--- src/rtl/ifetch_line_queue_if.sv ---
// Bundles the instruction-fetch line queue's redirect, I-cache and decode signals.
// The master modport is the line queue; the slave modport is its environment.
interface ifetch_line_queue_if #(
    parameter int LINE_W = 128,
    parameter int ADDR_W = 32,
    parameter int DEPTH  = 4
);
    localparam int CNT_W = $clog2(DEPTH + 1);

    logic              redirect_valid;
    logic [ADDR_W-1:0] redirect_addr;

    logic              ic_req_valid;
    logic [ADDR_W-1:0] ic_req_addr;
    logic              ic_req_ready;
    logic              ic_rsp_valid;
    logic [LINE_W-1:0] ic_rsp_data;

    logic              de_lower_valid;
    logic              de_upper_valid;
    logic [LINE_W-1:0] de_lower_data;
    logic [LINE_W-1:0] de_upper_data;
    logic [ADDR_W-1:0] de_line_addr;
    logic              de_pop;
    logic [CNT_W-1:0]  q_count;

    modport master (
        input  redirect_valid, redirect_addr,
        output ic_req_valid, ic_req_addr,
        input  ic_req_ready, ic_rsp_valid, ic_rsp_data,
        output de_lower_valid, de_upper_valid, de_lower_data, de_upper_data,
        output de_line_addr, q_count,
        input  de_pop
    );

    modport slave (
        output redirect_valid, redirect_addr,
        input  ic_req_valid, ic_req_addr,
        output ic_req_ready, ic_rsp_valid, ic_rsp_data,
        input  de_lower_valid, de_upper_valid, de_lower_data, de_upper_data,
        input  de_line_addr, q_count,
        output de_pop
    );
endinterface

--- src/rtl/ifetch_line_queue.sv ---
// Instruction-fetch line queue: a DEPTH-entry circular buffer of I-cache lines.
// It keeps one line-aligned cache read outstanding at a time, stores the returned
// lines in order and exposes the two oldest lines to decode as a lower/upper window.
// A redirect flushes the queue and restarts fetch; a response that is still in
// flight when the redirect happens is swallowed in DISCARD.
module ifetch_line_queue #(
    parameter int                LINE_W     = 128,
    parameter int                DEPTH      = 4,
    parameter int                ADDR_W     = 32,
    parameter logic [ADDR_W-1:0] RESET_ADDR = '0
) (
    input logic                 clk,
    input logic                 rst_n,
    ifetch_line_queue_if.master bus
);
    localparam int                LINE_B     = LINE_W / 8;
    localparam int                PTR_W      = (DEPTH > 1) ? $clog2(DEPTH) : 1;
    localparam int                CNT_W      = $clog2(DEPTH + 1);
    localparam logic [ADDR_W-1:0] LINE_INC   = ADDR_W'(LINE_B);
    localparam logic [ADDR_W-1:0] ALIGN_MASK = ~(ADDR_W'(LINE_B - 1));
    localparam logic [ADDR_W-1:0] RESET_LINE = RESET_ADDR & ALIGN_MASK;
    localparam logic [CNT_W-1:0]  FULL_CNT   = CNT_W'(DEPTH);

    typedef enum logic [1:0] {REQ, WAIT, FULL, DISCARD} state_t;

    state_t            state, state_next;
    logic [LINE_W-1:0] mem [DEPTH];
    logic [PTR_W-1:0]  rd_ptr, wr_ptr, upper_ptr;
    logic [CNT_W-1:0]  count, count_next;
    logic [ADDR_W-1:0] fetch_addr, head_addr, redirect_line;
    logic              req_valid, req_valid_next;
    logic              handshake, push, pop;

    // The cache accepts whenever our request is up and it is ready, even during a
    // redirect; that accepted request then owes us a response that must be dropped.
    assign redirect_line = bus.redirect_addr & ALIGN_MASK;
    assign handshake     = req_valid && bus.ic_req_ready;
    assign push          = (state == WAIT) && bus.ic_rsp_valid && !bus.redirect_valid;
    assign pop           = bus.de_pop && (count != '0) && !bus.redirect_valid;
    assign upper_ptr     = rd_ptr + PTR_W'(1);

    // Occupancy after this cycle's push/pop; a redirect empties the queue.
    always_comb begin
        count_next = count;
        if (bus.redirect_valid) begin
            count_next = '0;
        end else if (push && !pop) begin
            count_next = count + CNT_W'(1);
        end else if (pop && !push) begin
            count_next = count - CNT_W'(1);
        end
    end

    // Fetch sequencing and the registered request-valid for the next cycle.
    always_comb begin
        state_next     = state;
        req_valid_next = 1'b0;
        if (bus.redirect_valid) begin
            unique case (state)
                WAIT:    state_next = bus.ic_rsp_valid ? REQ : DISCARD;
                REQ:     state_next = handshake ? DISCARD : REQ;
                DISCARD: state_next = DISCARD;
                default: state_next = REQ;
            endcase
        end else begin
            unique case (state)
                REQ:     if (handshake) state_next = WAIT;
                WAIT:    if (bus.ic_rsp_valid) state_next = (count_next < FULL_CNT) ? REQ : FULL;
                FULL:    if (count < FULL_CNT) state_next = REQ;
                DISCARD: if (bus.ic_rsp_valid) state_next = REQ;
                default: state_next = REQ;
            endcase
            // A request is raised one cycle after entering REQ and held until accepted.
            req_valid_next = (state == REQ) && (state_next == REQ) && (count_next < FULL_CNT);
        end
    end

    // Control state: FSM, pointers, occupancy and fetch/head addresses.
    always_ff @(posedge clk or negedge rst_n) begin
        if (!rst_n) begin
            state      <= REQ;
            req_valid  <= 1'b0;
            count      <= '0;
            rd_ptr     <= '0;
            wr_ptr     <= '0;
            fetch_addr <= RESET_LINE;
            head_addr  <= RESET_LINE;
        end else begin
            state     <= state_next;
            req_valid <= req_valid_next;
            count     <= count_next;
            if (bus.redirect_valid) begin
                rd_ptr     <= '0;
                wr_ptr     <= '0;
                fetch_addr <= redirect_line;
                head_addr  <= redirect_line;
            end else begin
                if (push) begin
                    wr_ptr <= wr_ptr + PTR_W'(1);
                end
                if (pop) begin
                    rd_ptr    <= rd_ptr + PTR_W'(1);
                    head_addr <= head_addr + LINE_INC;
                end
                if (handshake) begin
                    fetch_addr <= fetch_addr + LINE_INC;
                end
            end
        end
    end

    // Line storage; contents are only meaningful under the valid count.
    always_ff @(posedge clk) begin
        if (push) begin
            mem[wr_ptr] <= bus.ic_rsp_data;
        end
    end

    assign bus.ic_req_valid   = req_valid;
    assign bus.ic_req_addr    = fetch_addr;
    assign bus.de_lower_valid = (count != '0);
    assign bus.de_upper_valid = (count >= CNT_W'(2));
    assign bus.de_lower_data  = mem[rd_ptr];
    assign bus.de_upper_data  = mem[upper_ptr];
    assign bus.de_line_addr   = head_addr;
    assign bus.q_count        = count;
endmodule

--- src/flat_wrapper.sv ---
// flat-port wrapper written by rule: the top's interface ports become plain ports
module ifetch_line_queue_flat 
#(
    parameter int                LINE_W     = 128,
    parameter int                DEPTH      = 4,
    parameter int                ADDR_W     = 32,
    parameter logic [ADDR_W-1:0] RESET_ADDR = '0
)
  (clk, rst_n, bus_redirect_valid, bus_redirect_addr, bus_ic_req_valid, bus_ic_req_addr, bus_ic_req_ready, bus_ic_rsp_valid, bus_ic_rsp_data, bus_de_lower_valid, bus_de_upper_valid, bus_de_lower_data, bus_de_upper_data, bus_de_line_addr, bus_q_count, bus_de_pop);
  ifetch_line_queue_if #(.LINE_W(LINE_W), .ADDR_W(ADDR_W), .DEPTH(DEPTH)) bus_i ();
  input logic clk;
  input logic rst_n;
  input wire logic [$bits(bus_i.redirect_valid)-1:0] bus_redirect_valid;
  input wire logic [$bits(bus_i.redirect_addr)-1:0] bus_redirect_addr;
  output wire logic [$bits(bus_i.ic_req_valid)-1:0] bus_ic_req_valid;
  output wire logic [$bits(bus_i.ic_req_addr)-1:0] bus_ic_req_addr;
  input wire logic [$bits(bus_i.ic_req_ready)-1:0] bus_ic_req_ready;
  input wire logic [$bits(bus_i.ic_rsp_valid)-1:0] bus_ic_rsp_valid;
  input wire logic [$bits(bus_i.ic_rsp_data)-1:0] bus_ic_rsp_data;
  output wire logic [$bits(bus_i.de_lower_valid)-1:0] bus_de_lower_valid;
  output wire logic [$bits(bus_i.de_upper_valid)-1:0] bus_de_upper_valid;
  output wire logic [$bits(bus_i.de_lower_data)-1:0] bus_de_lower_data;
  output wire logic [$bits(bus_i.de_upper_data)-1:0] bus_de_upper_data;
  output wire logic [$bits(bus_i.de_line_addr)-1:0] bus_de_line_addr;
  output wire logic [$bits(bus_i.q_count)-1:0] bus_q_count;
  input wire logic [$bits(bus_i.de_pop)-1:0] bus_de_pop;
  assign bus_i.redirect_valid = bus_redirect_valid;
  assign bus_i.redirect_addr = bus_redirect_addr;
  assign bus_ic_req_valid = bus_i.ic_req_valid;
  assign bus_ic_req_addr = bus_i.ic_req_addr;
  assign bus_i.ic_req_ready = bus_ic_req_ready;
  assign bus_i.ic_rsp_valid = bus_ic_rsp_valid;
  assign bus_i.ic_rsp_data = bus_ic_rsp_data;
  assign bus_de_lower_valid = bus_i.de_lower_valid;
  assign bus_de_upper_valid = bus_i.de_upper_valid;
  assign bus_de_lower_data = bus_i.de_lower_data;
  assign bus_de_upper_data = bus_i.de_upper_data;
  assign bus_de_line_addr = bus_i.de_line_addr;
  assign bus_q_count = bus_i.q_count;
  assign bus_i.de_pop = bus_de_pop;
  ifetch_line_queue #(.LINE_W(LINE_W), .DEPTH(DEPTH), .ADDR_W(ADDR_W), .RESET_ADDR(RESET_ADDR)) u_core (.clk(clk), .rst_n(rst_n), .bus(bus_i));
endmodule
--- config.mk ---
export PLATFORM = sky130hd
export DESIGN_NAME = ifetch_line_queue_flat
export DESIGN_NICKNAME = d
export VERILOG_FILES = /design/src/rtl/ifetch_line_queue_if.sv /design/src/rtl/ifetch_line_queue.sv /design/src/flat_wrapper.sv
export SDC_FILE = /design/constraint.sdc
export NUM_CORES = 1
export LEC_CHECK = 0
export ABC_AREA = 1
export BUFFER_PORTS_ARGS = -buffer_cell sky130_fd_sc_hd__buf_2
export CORE_UTILIZATION = 50
export CTS_CLUSTER_DIAMETER = 60
export CTS_CLUSTER_SIZE = 20
export DETAILED_ROUTE_END_ITERATION = 6
export PLACE_DENSITY = 0.83
export SYNTH_ARGS = -nofsm -noshare
export SYNTH_HDL_FRONTEND = slang
export SYNTH_SLANG_ARGS = --single-unit
export TNS_END_PERCENT = 50
--- constraint.sdc ---
create_clock -name clk -period 6.5 [get_ports clk]
set_input_delay 0.325 -clock clk [delete_from_list [all_inputs] [get_ports clk]]
set_output_delay 0.325 -clock clk [all_outputs]
set_load 0.01 [all_outputs]
==> run summary, run 1 <==
The flow ran to the end, but the final reports show violations. The checks that failed: DRC. The count of cells in the finished layout, fillers not included, comes to 3948. The logs give 0 ps for the setup total negative slack and 2 for the total number of H-tree levels. The number of ports placed on the die boundary was 492; the average wire length per cell after detail routing was 19.1 um. By area the synthesized netlist is led by sky130_fd_sc_hd__edfxtp_1 (57%), sky130_fd_sc_hd__o21ai_0 (7.6%), sky130_fd_sc_hd__nor2_1 (6.3%), sky130_fd_sc_hd__dfrtp_1 (6.1%), sky130_fd_sc_hd__a21oi_1 (5.0%).

Dividing the detail-routed via count by the number of cells gives 5.78. The horizontal die dimension works out to 234 um. Clock skew on the completed layout was measured at 20.6 ps. Entering global routing, the biggest net connects 194 pins.

In the synthesized netlist the async set-or-reset flop fraction comes to 11.4%. The layout has 3998 filler cells. Setup repair after global routing left no endpoint under its margin. The core region is 0.0529 mm^2.

Relative to the synthesized area, the layout overhead comes to 20.1%. The die covers 0.0548 mm^2. In this run the critical register-to-register path is launched from u_core.state[1]$_DFF_PN0_. STA classifies the critical path endpoint as an output pin.

Dividing the synthesized area by the synthesized cell count gives 9.91 um^2. The tools report the row count as 84. Buffers placed on the I/O ports in this run total 479. The critical path class was reg -> out.

The congestion estimate from routability-driven global placement came to 0.952. The total instance count after detailed placement came out at 3741. TritonCTS built the clock tree. The tree is rooted in a sky130_fd_sc_hd__clkbuf_16.

The largest fanout on the critical path was 177; the setup slack of the worst register-to-register path was 3430 ps. The insertion delay to the later sink of the worst-skew pair is 590 ps. The achievable clock frequency is 0.249 GHz.

For the pin with the worst max-slew slack, the measured transition is 1100 ps. The pre-antenna-repair detailed-routing pass consisted of 7 iterations. The clock slew at the register clock pins of the worst setup and hold paths was 80 ps. The worst register-to-register path ends at u_core.mem[0][38]$_DFFE_PP_. The logs give 36 for the number of unique standard cell types used by synthesis and 0 for the residual antenna-violating net count after detailed routing. The cell area that synthesis handed to floorplanning was 0.0269 mm^2. The initial standard-cell utilization of the core was 51.0%; the floorplan die height was 234 um. The post-detailed-routing wire length was 75400 um; the number of sinks handled by clock tree synthesis was 578. Internal power comes to 6670 uW. The combinational power share is 34.4%. Global routing finished with a remaining overflow of 0. Counting along the longest clock path gives a buffer depth of 3. Gates resized during post-CTS repair numbered 0. The logs give 63.2% for the register area share after synthesis and 40 for the number of buffers created by CTS. Total power for the finished layout comes to 10700 uW.

In the finished design, the share of the clock period the worst path needs comes to 61.8%. The logs give 2719 for the gate count of the mapped netlist and 0 for the total count of hold-check failures in the final report. In the final layout, flip-flops and latches occupy 0.0170 mm^2.

The power density of the placed cells is 330 mW/mm^2. Critical path endpoint: bus_de_upper_data[66]. The share of post-route cells with drive strength above 1 is 18.2%, and the count of final setup violators is 0. The path depth of the worst reg2reg path was 7; the overall via count from detail_route was 22.8k.

Leakage power: 0.0129 uW. Dominant synthesized flop cell: sky130_fd_sc_hd__edfxtp_1. Counting flops and latches in the post-synthesis netlist gives 578.

For this run, design rule violations remaining after detail routing come to 25. The worst hold path belongs to the class in -> reg. The via count of the first global-routing pass is 21.7k, and the Yosys warning count is 0. For the count of max-cap constraint violations, the log shows 0. Across the VDD grid, the largest voltage drop is 0.321 mV. The switching power share of the total works out to 37.5%. Yosys mapped a number of flops with a built-in enable equal to 512. The shortest period the worst path allows came out at 4020 ps. The post-layout utilization of the core is 61.2%. The number of antenna violations at the first check in global routing is 7, and the wire length of the first global-routing pass is 113000 um. Of the post-synthesis cell area, the dominant cell type holds 57.1%.

The net switching power of the design was 4010 uW; the sum of net half-perimeters after detailed placement was 44300 um. The worst max-slew margin expressed relative to the limit came out at 26.6%. After the first detailed-routing iteration, the DRC count stood at 2331.

The type of origin of the critical path is a flip-flop. The total routing usage reported by global routing was 26.3%. For this run, the post-layout net count is 3404. The run gives 0 as the final number of max-transition violations. The biggest area contributor in the post-synthesis netlist is sky130_fd_sc_hd__edfxtp_1. Data on the critical path is required at its endpoint by 6170 ps. The multi-input combinational cells in the finished layout cover a total of 0.00840 mm^2. For the post-CTS repair timing setup buffer count, the log shows 0. The clock network is responsible for 23.9% of the overall power. In this run the worst setup path begins at u_core.rd_ptr[0]$_DFFE_PN0N_. At the worst endpoint, the arrival time is 3690 ps. Of the total power, registers draw 41.7%.
-- logic make-up after synthesis --
logic type / Yosys count / synth area share, %
buffers and inverters: 387 / 5.88
AOI/OAI and AO/OA: 841 / 16.6
other: 1 / 0.0139
DFF: 578 / 63.2
adders and majority gates: 9 / 0.418
and+or+nand+nor: 878 / 13.1
xor gates and xnor gates: 25 / 0.813
-- worst max-delay path, cell delays in order (launching register included) --
cell and delay (ps):
sky130_fd_sc_hd__dfrtp_4 1080, sky130_fd_sc_hd__inv_8 440, sky130_fd_sc_hd__buf_12 350, sky130_fd_sc_hd__a21oi_1 390, sky130_fd_sc_hd__a21oi_1 90, sky130_fd_sc_hd__o21ai_0 260
sky130_fd_sc_hd__buf_2 170
-- registers in the layout, summed over array words and instances, names as in the netlist --
name                     count
u_core.mem                 512
u_core.bus.de_line_addr     28
u_core.bus.ic_req_addr      28
u_core.bus.q_count           3
u_core.rd_ptr                2
u_core.state                 2
u_core.wr_ptr                2
u_core.bus.ic_req_valid      1
-- area by class of cell --
| type | instances | share of cell area, % |
|---|---|---|
| repair buffers | 637 | 12.2 |
| clock inverters | 19 | 0.669 |
| flip-flops and latches | 578 | 52.6 |
| diodes | 6 | 0.0464 |
| well taps | 688 | 2.66 |
| clock buffers | 48 | 3.31 |
| inverters | 211 | 2.49 |
| multi-input cells | 1761 | 26.0 |
-- metal layers --
metal / global-route usage [%] / routed length (um) / up-vias
li1: - / - / 10500
met1: 31.0 / 27500 / 10800
met2: 44.2 / 37000 / 1282
met3: 6.06 / 7270 / 225
met4: 15.0 / 3560 / 4
met5: 0 / 23 / -
-- per-stage QoR --
step	setup WS, ps	cell area, um^2	hold slack (ps)
3_3_place_gp	3130	29700	526
4_1_cts	2510	32300	1.94
5_1_grt	2370	32400	18.6
2_1_floorplan	-330	27000	29.4
3_5_place_dp	3140	29700	535
6_report	2480	32400	20.1
-- repair_timing --
item / 4_1_cts / 5_1_grt
endpoints found under the hold margin: 585 / 0
hold buffers: 134 / 0
endpoints found under the setup margin: 0 / 0
-- how the worst min path moves through the flow --
stage	from	to	slack [ps]	cells after the start
after floorplan	rst_n	u_core.bus.de_line_addr[10]$_DFFE_PN0N_	30	0
after global placement	u_core.bus.ic_req_addr[31]$_DFFE_PN0N_	u_core.bus.ic_req_addr[31]$_DFFE_PN0N_	530	2
after detailed placement	u_core.bus.ic_req_addr[31]$_DFFE_PN0N_	u_core.bus.ic_req_addr[31]$_DFFE_PN0N_	530	2
after CTS	bus_redirect_addr[8]	u_core.bus.ic_req_addr[8]$_DFFE_PN0N_	2	3
after global routing	bus_redirect_addr[16]	u_core.bus.ic_req_addr[16]$_DFFE_PN0N_	20	3
final	bus_redirect_addr[16]	u_core.bus.ic_req_addr[16]$_DFFE_PN0N_	20	3
-- Yosys cell counts (3+ instances only) --
master,n
sky130_fd_sc_hd__edfxtp_1,512
sky130_fd_sc_hd__nor2_1,451
sky130_fd_sc_hd__o21ai_0,408
sky130_fd_sc_hd__nand2_1,328
sky130_fd_sc_hd__a21oi_1,270
sky130_fd_sc_hd__inv_1,209
sky130_fd_sc_hd__o22ai_1,128
sky130_fd_sc_hd__clkbuf_1,91
sky130_fd_sc_hd__buf_2,74
sky130_fd_sc_hd__dfrtp_1,66
sky130_fd_sc_hd__nand3_1,46
sky130_fd_sc_hd__xor2_1,22
sky130_fd_sc_hd__nand4_1,18
sky130_fd_sc_hd__o211ai_1,16
sky130_fd_sc_hd__nor3_1,11
sky130_fd_sc_hd__buf_4,10
sky130_fd_sc_hd__ha_1,9
sky130_fd_sc_hd__o221ai_1,7
sky130_fd_sc_hd__nand3b_1,6
sky130_fd_sc_hd__a31oi_1,5
sky130_fd_sc_hd__nor2_4,5
sky130_fd_sc_hd__nand2_2,4
sky130_fd_sc_hd__o21bai_1,4
sky130_fd_sc_hd__nand3_2,3
sky130_fd_sc_hd__xnor2_1,3
-- placed cells by master (no fill, tap or decap), drive strengths merged --
| master | netlist | layout |
|---|---|---|
| o211ai | 16 | 16 |
| ha | 9 | 9 |
| nor3 | 14 | 14 |
| a21oi | 271 | 271 |
| conb | 1 | 8 |
| nand4 | 18 | 18 |
| nand3 | 49 | 49 |
| nand2 | 332 | 332 |
| diode | 0 | 6 |
| buf | 85 | 503 |
| nor4 | 1 | 1 |
| clkinv | 1 | 8 |
| o21ai | 409 | 409 |
| nand3b | 6 | 6 |
| o221ai | 7 | 7 |
| dfrtp | 66 | 66 |
| edfxtp | 512 | 512 |
| clkinvlp | 0 | 4 |
| o21bai | 4 | 4 |
| a21boi | 1 | 1 |
| bufinv | 0 | 1 |
| xnor2 | 3 | 3 |
| a31oi | 5 | 5 |
| clkbuf | 91 | 48 |
| xor2 | 22 | 22 |
| dlygate4sd3 | 0 | 134 |
| nor2 | 458 | 458 |
| o22ai | 128 | 128 |
| inv | 210 | 217 |
-- power by group through the flow --
stage	combinational (uW)	clock, uW	sequential (uW)
2_1_floorplan	2130	0	4470
3_3_place_gp	3450	0	4520
3_5_place_dp	3510	0	4520
4_1_cts	3600	2570	4440
5_1_grt	3990	2720	4470
6_report	3670	2560	4450
Power figures use the tool's default switching activity.
==> run 2, diff against run 1 <==
- PLACE_DENSITY: 0.83 -> 0.8
- clock period: 6.5 -> 3.9 ns (I/O delays scaled with it)
==> run summary, run 2 (synthesized netlist as in run 1, its figures left out) <==
Power density of the placed cells: 550 mW/mm^2. The worst path in the final design needs a cycle of 3320 ps, including I/O delays and setup. The routed layout has 22.6k vias. Among cell families on the critical path, the largest total delay comes from buffers and inverters.

Clock-pin slew was measured on the worst setup and hold paths at 80 ps. The worst setup skew after layout is 19.2 ps. Class of the tightest hold or removal check: in -> reg.

STA classifies the critical path endpoint as an output pin. The via count of the first global-routing pass was 21.3k; the switching power share of the total was 36.6%. Ranked by flip-flop count, first place goes to u_core.mem. The critical path class is reg -> out.

After the first detailed-routing iteration, the DRC count stood at 2154. The number of antenna violations at the first check in global routing is 5. The total number of H-tree levels is 2, and the number of buffers created by CTS is 41.

Summed over all nets, the switching power comes to 6610 uW. The tools report the count of final setup violators as 0. Signal arrival time at the worst endpoint: 3120 ps.

The leakage power was 0.0131 uW. The logs give 578 for the number of sinks handled by clock tree synthesis and 0 for the residual antenna-violating net count after detailed routing. Across the VDD grid, the largest voltage drop is 0.508 mV. Across all setup checks in the final design, the least slack found is 581 ps. The first global-routing pass estimated 112000 um of wire.

Row count: 84. Once the floorplan was initialized, standard cells occupied 51.0% of the core. The most common library cell in the layout ignoring fill and taps is sky130_fd_sc_hd__edfxtp_1.

The internal power summed over all cells is 11500 uW, and the worst max-slew margin expressed relative to the limit is 27.8%. After layout, the design draws a total of 18100 uW. The number of setup buffers added after CTS is 0.

The tree is rooted in a sky130_fd_sc_hd__clkbuf_16. The total overflow left after global routing is 0. Measured slew at the worst slew-check pin: 1080 ps.

For the total count of hold-check failures in the final report, the log shows 0. For the remaining routing DRC violations, the log shows 30. After detailed routing, the average wire length per cell comes to 18.9 um.

Summed over all failing endpoints, the final setup total negative slack is 0 ps. The largest net degree at the start of global routing came out at 245. The worst path buffer plus inverter count is 2, and the number of vias per cell after detailed routing is 5.69.

Detailed placement finished with a half-perimeter wire length of 43900 um. The region available for standard cell placement spans 0.0529 mm^2. Per report_power, the clock group accounts for 24.9% of the total. The count of max-cap constraint violations was 0. The first-pass iteration count of the detailed router was 7; the largest fanout on the critical path was 88. Data on the critical path is required at its endpoint by 3700 ps. Buffers placed on the I/O ports in this run total 479.

Setup repair after global routing left no endpoint under its margin. Horizontal die dimension: 234 um. The final reports fail on DRC.

The number of flip-flops under the largest register name is 512. Combinational logic is responsible for 34.3% of the overall power. The slowest stage of the critical path belongs to the cell sky130_fd_sc_hd__buf_4. Summing all multi-input logic gate instances after layout gives 0.00840 mm^2. The sequential cells in the finished layout cover a total of 0.0170 mm^2. The die is 234 um tall. The total routing usage reported by global routing was 26.3%.

The share of post-route cells with drive strength above 1 is 18.4%. Timing analysis after detailed placement gives a worst setup slack of 1220 ps. STA classifies the critical path startpoint as a flip-flop.

The library cells used most frequently in the layout, excluding fill and tap cells, are sky130_fd_sc_hd__edfxtp_1 (512), sky130_fd_sc_hd__buf_2 (479), sky130_fd_sc_hd__nor2_1 (446), sky130_fd_sc_hd__o21ai_0 (408), sky130_fd_sc_hd__nand2_1 (327). 492 I/O pins were placed. Relative to the synthesized area, the layout overhead comes to 22.0%. TritonCTS built the clock tree. The logs give 0.301 GHz for the achievable clock frequency and 0.0548 mm^2 for the overall die area. The critical path goes through buf_4 > o21ai_0 > o22ai_1 > buf_2. Fill cells in the final layout number 3995. The run gives 0 as the final number of max-transition violations. The maximum buffer depth of the clock tree was 3. The run finished, with violations left. Registers are responsible for 40.8% of the overall power. On the worst path, the slowest cell contributes a delay of 940 ps. The run gives 0.944 as the final estimated routing congestion in global placement. The logs give 75100 um for the post-detailed-routing wire length and 580 ps for the insertion delay to the later sink of the worst-skew pair. Of the available clock period, the critical path in the final layout requires 85.1%.

For the final net count, the log shows 3440.
[run 2: changes by cell type in the layout (fill, tap and decap cells not counted), moves of 4 or more]
cell                            change
sky130_fd_sc_hd__bufinv_16          +4
sky130_fd_sc_hd__dlygate4sd3_1     +25
sky130_fd_sc_hd__diode_2            -4
sky130_fd_sc_hd__buf_12             +9
[run 2: final cells by class]
cell class                      instances  share of cell area (%)
Timing Repair Buffer                  672                    13.4
Multi-Input combinational cell       1761                    25.5
Clock inverter                         21                   0.883
Inverter                              211                    2.45
Antenna cell                            2                  0.0152
Tap cell                              688                    2.62
Sequential cell                       578                    51.8
Clock buffer                           46                    3.31
[run 2: per-stage QoR]
step / hold WS [ps] / util [%] / area (um^2) / std cells
after floorplan: -101 / - / 27000 / 2726
after global placement: 372 / 56.6 / 29900 / 3751
after detailed placement: 369 / 56.6 / 29900 / 3751
after CTS: 65.2 / 62.2 / 32900 / 3977
after global routing: 102 / 62.2 / 32900 / 3979
final: 101 / 62.2 / 32900 / 3979
[run 2: power groups by stage]
stage	registers (uW)	logic, uW	clock network (uW)
2_1_floorplan	7430	3560	0
3_3_place_gp	7490	5850	0
3_5_place_dp	7500	5960	0
4_1_cts	7370	6120	4550
5_1_grt	7410	6780	4760
6_report	7380	6210	4500
[run 2: final timing paths]
| path | cells after the start | startpoint | endpoint | slack, ps |
|---|---|---|---|---|
| setup / recovery | 4 | u_core.rd_ptr[1]$_DFFE_PN0N_ | bus_de_lower_data[82] | 580 |
| hold / removal | 5 | bus_de_pop | u_core.bus.de_line_addr[24]$_DFFE_PN0N_ | 100 |
| setup reg to reg | 6 | u_core.state[1]$_DFF_PN0_ | u_core.mem[2][90]$_DFFE_PP_ | 1490 |
| hold reg to reg | 2 | u_core.bus.ic_req_addr[30]$_DFFE_PN0N_ | u_core.bus.ic_req_addr[30]$_DFFE_PN0N_ | 580 |
| max in group asynchronous | 3 | rst_n | u_core.rd_ptr[1]$_DFFE_PN0N_ | 2830 |
| min in group asynchronous | 2 | rst_n | u_core.bus.ic_req_addr[15]$_DFFE_PN0N_ | 280 |
[run 2: routing by layer]
| metal | vias to the layer above | GRT usage [%] | share of wire [%] |
|---|---|---|---|
| met3 | 216 | 5.09 | 9.7 |
| met2 | 1217 | 44.4 | 49 |
| met5 | - | 0 | 0.048 |
| met1 | 10600 | 32.1 | 37 |
| met4 | 6 | 13.6 | 4.4 |
| li1 | 10600 | - | - |
[run 2: worst register-to-register path, cell delays in order (launching register included)]
cell and delay [ps]:
sky130_fd_sc_hd__dfrtp_1 390, sky130_fd_sc_hd__inv_1 70, sky130_fd_sc_hd__nand3_1 140, sky130_fd_sc_hd__nor2_1 320, sky130_fd_sc_hd__inv_1 270, sky130_fd_sc_hd__nor2_4 180, sky130_fd_sc_hd__buf_4 600
[run 2: timing repair]
item	in CTS	in global routing
hold buffers	159	0
resized for setup	0	0
endpoints found under the hold margin	608	0
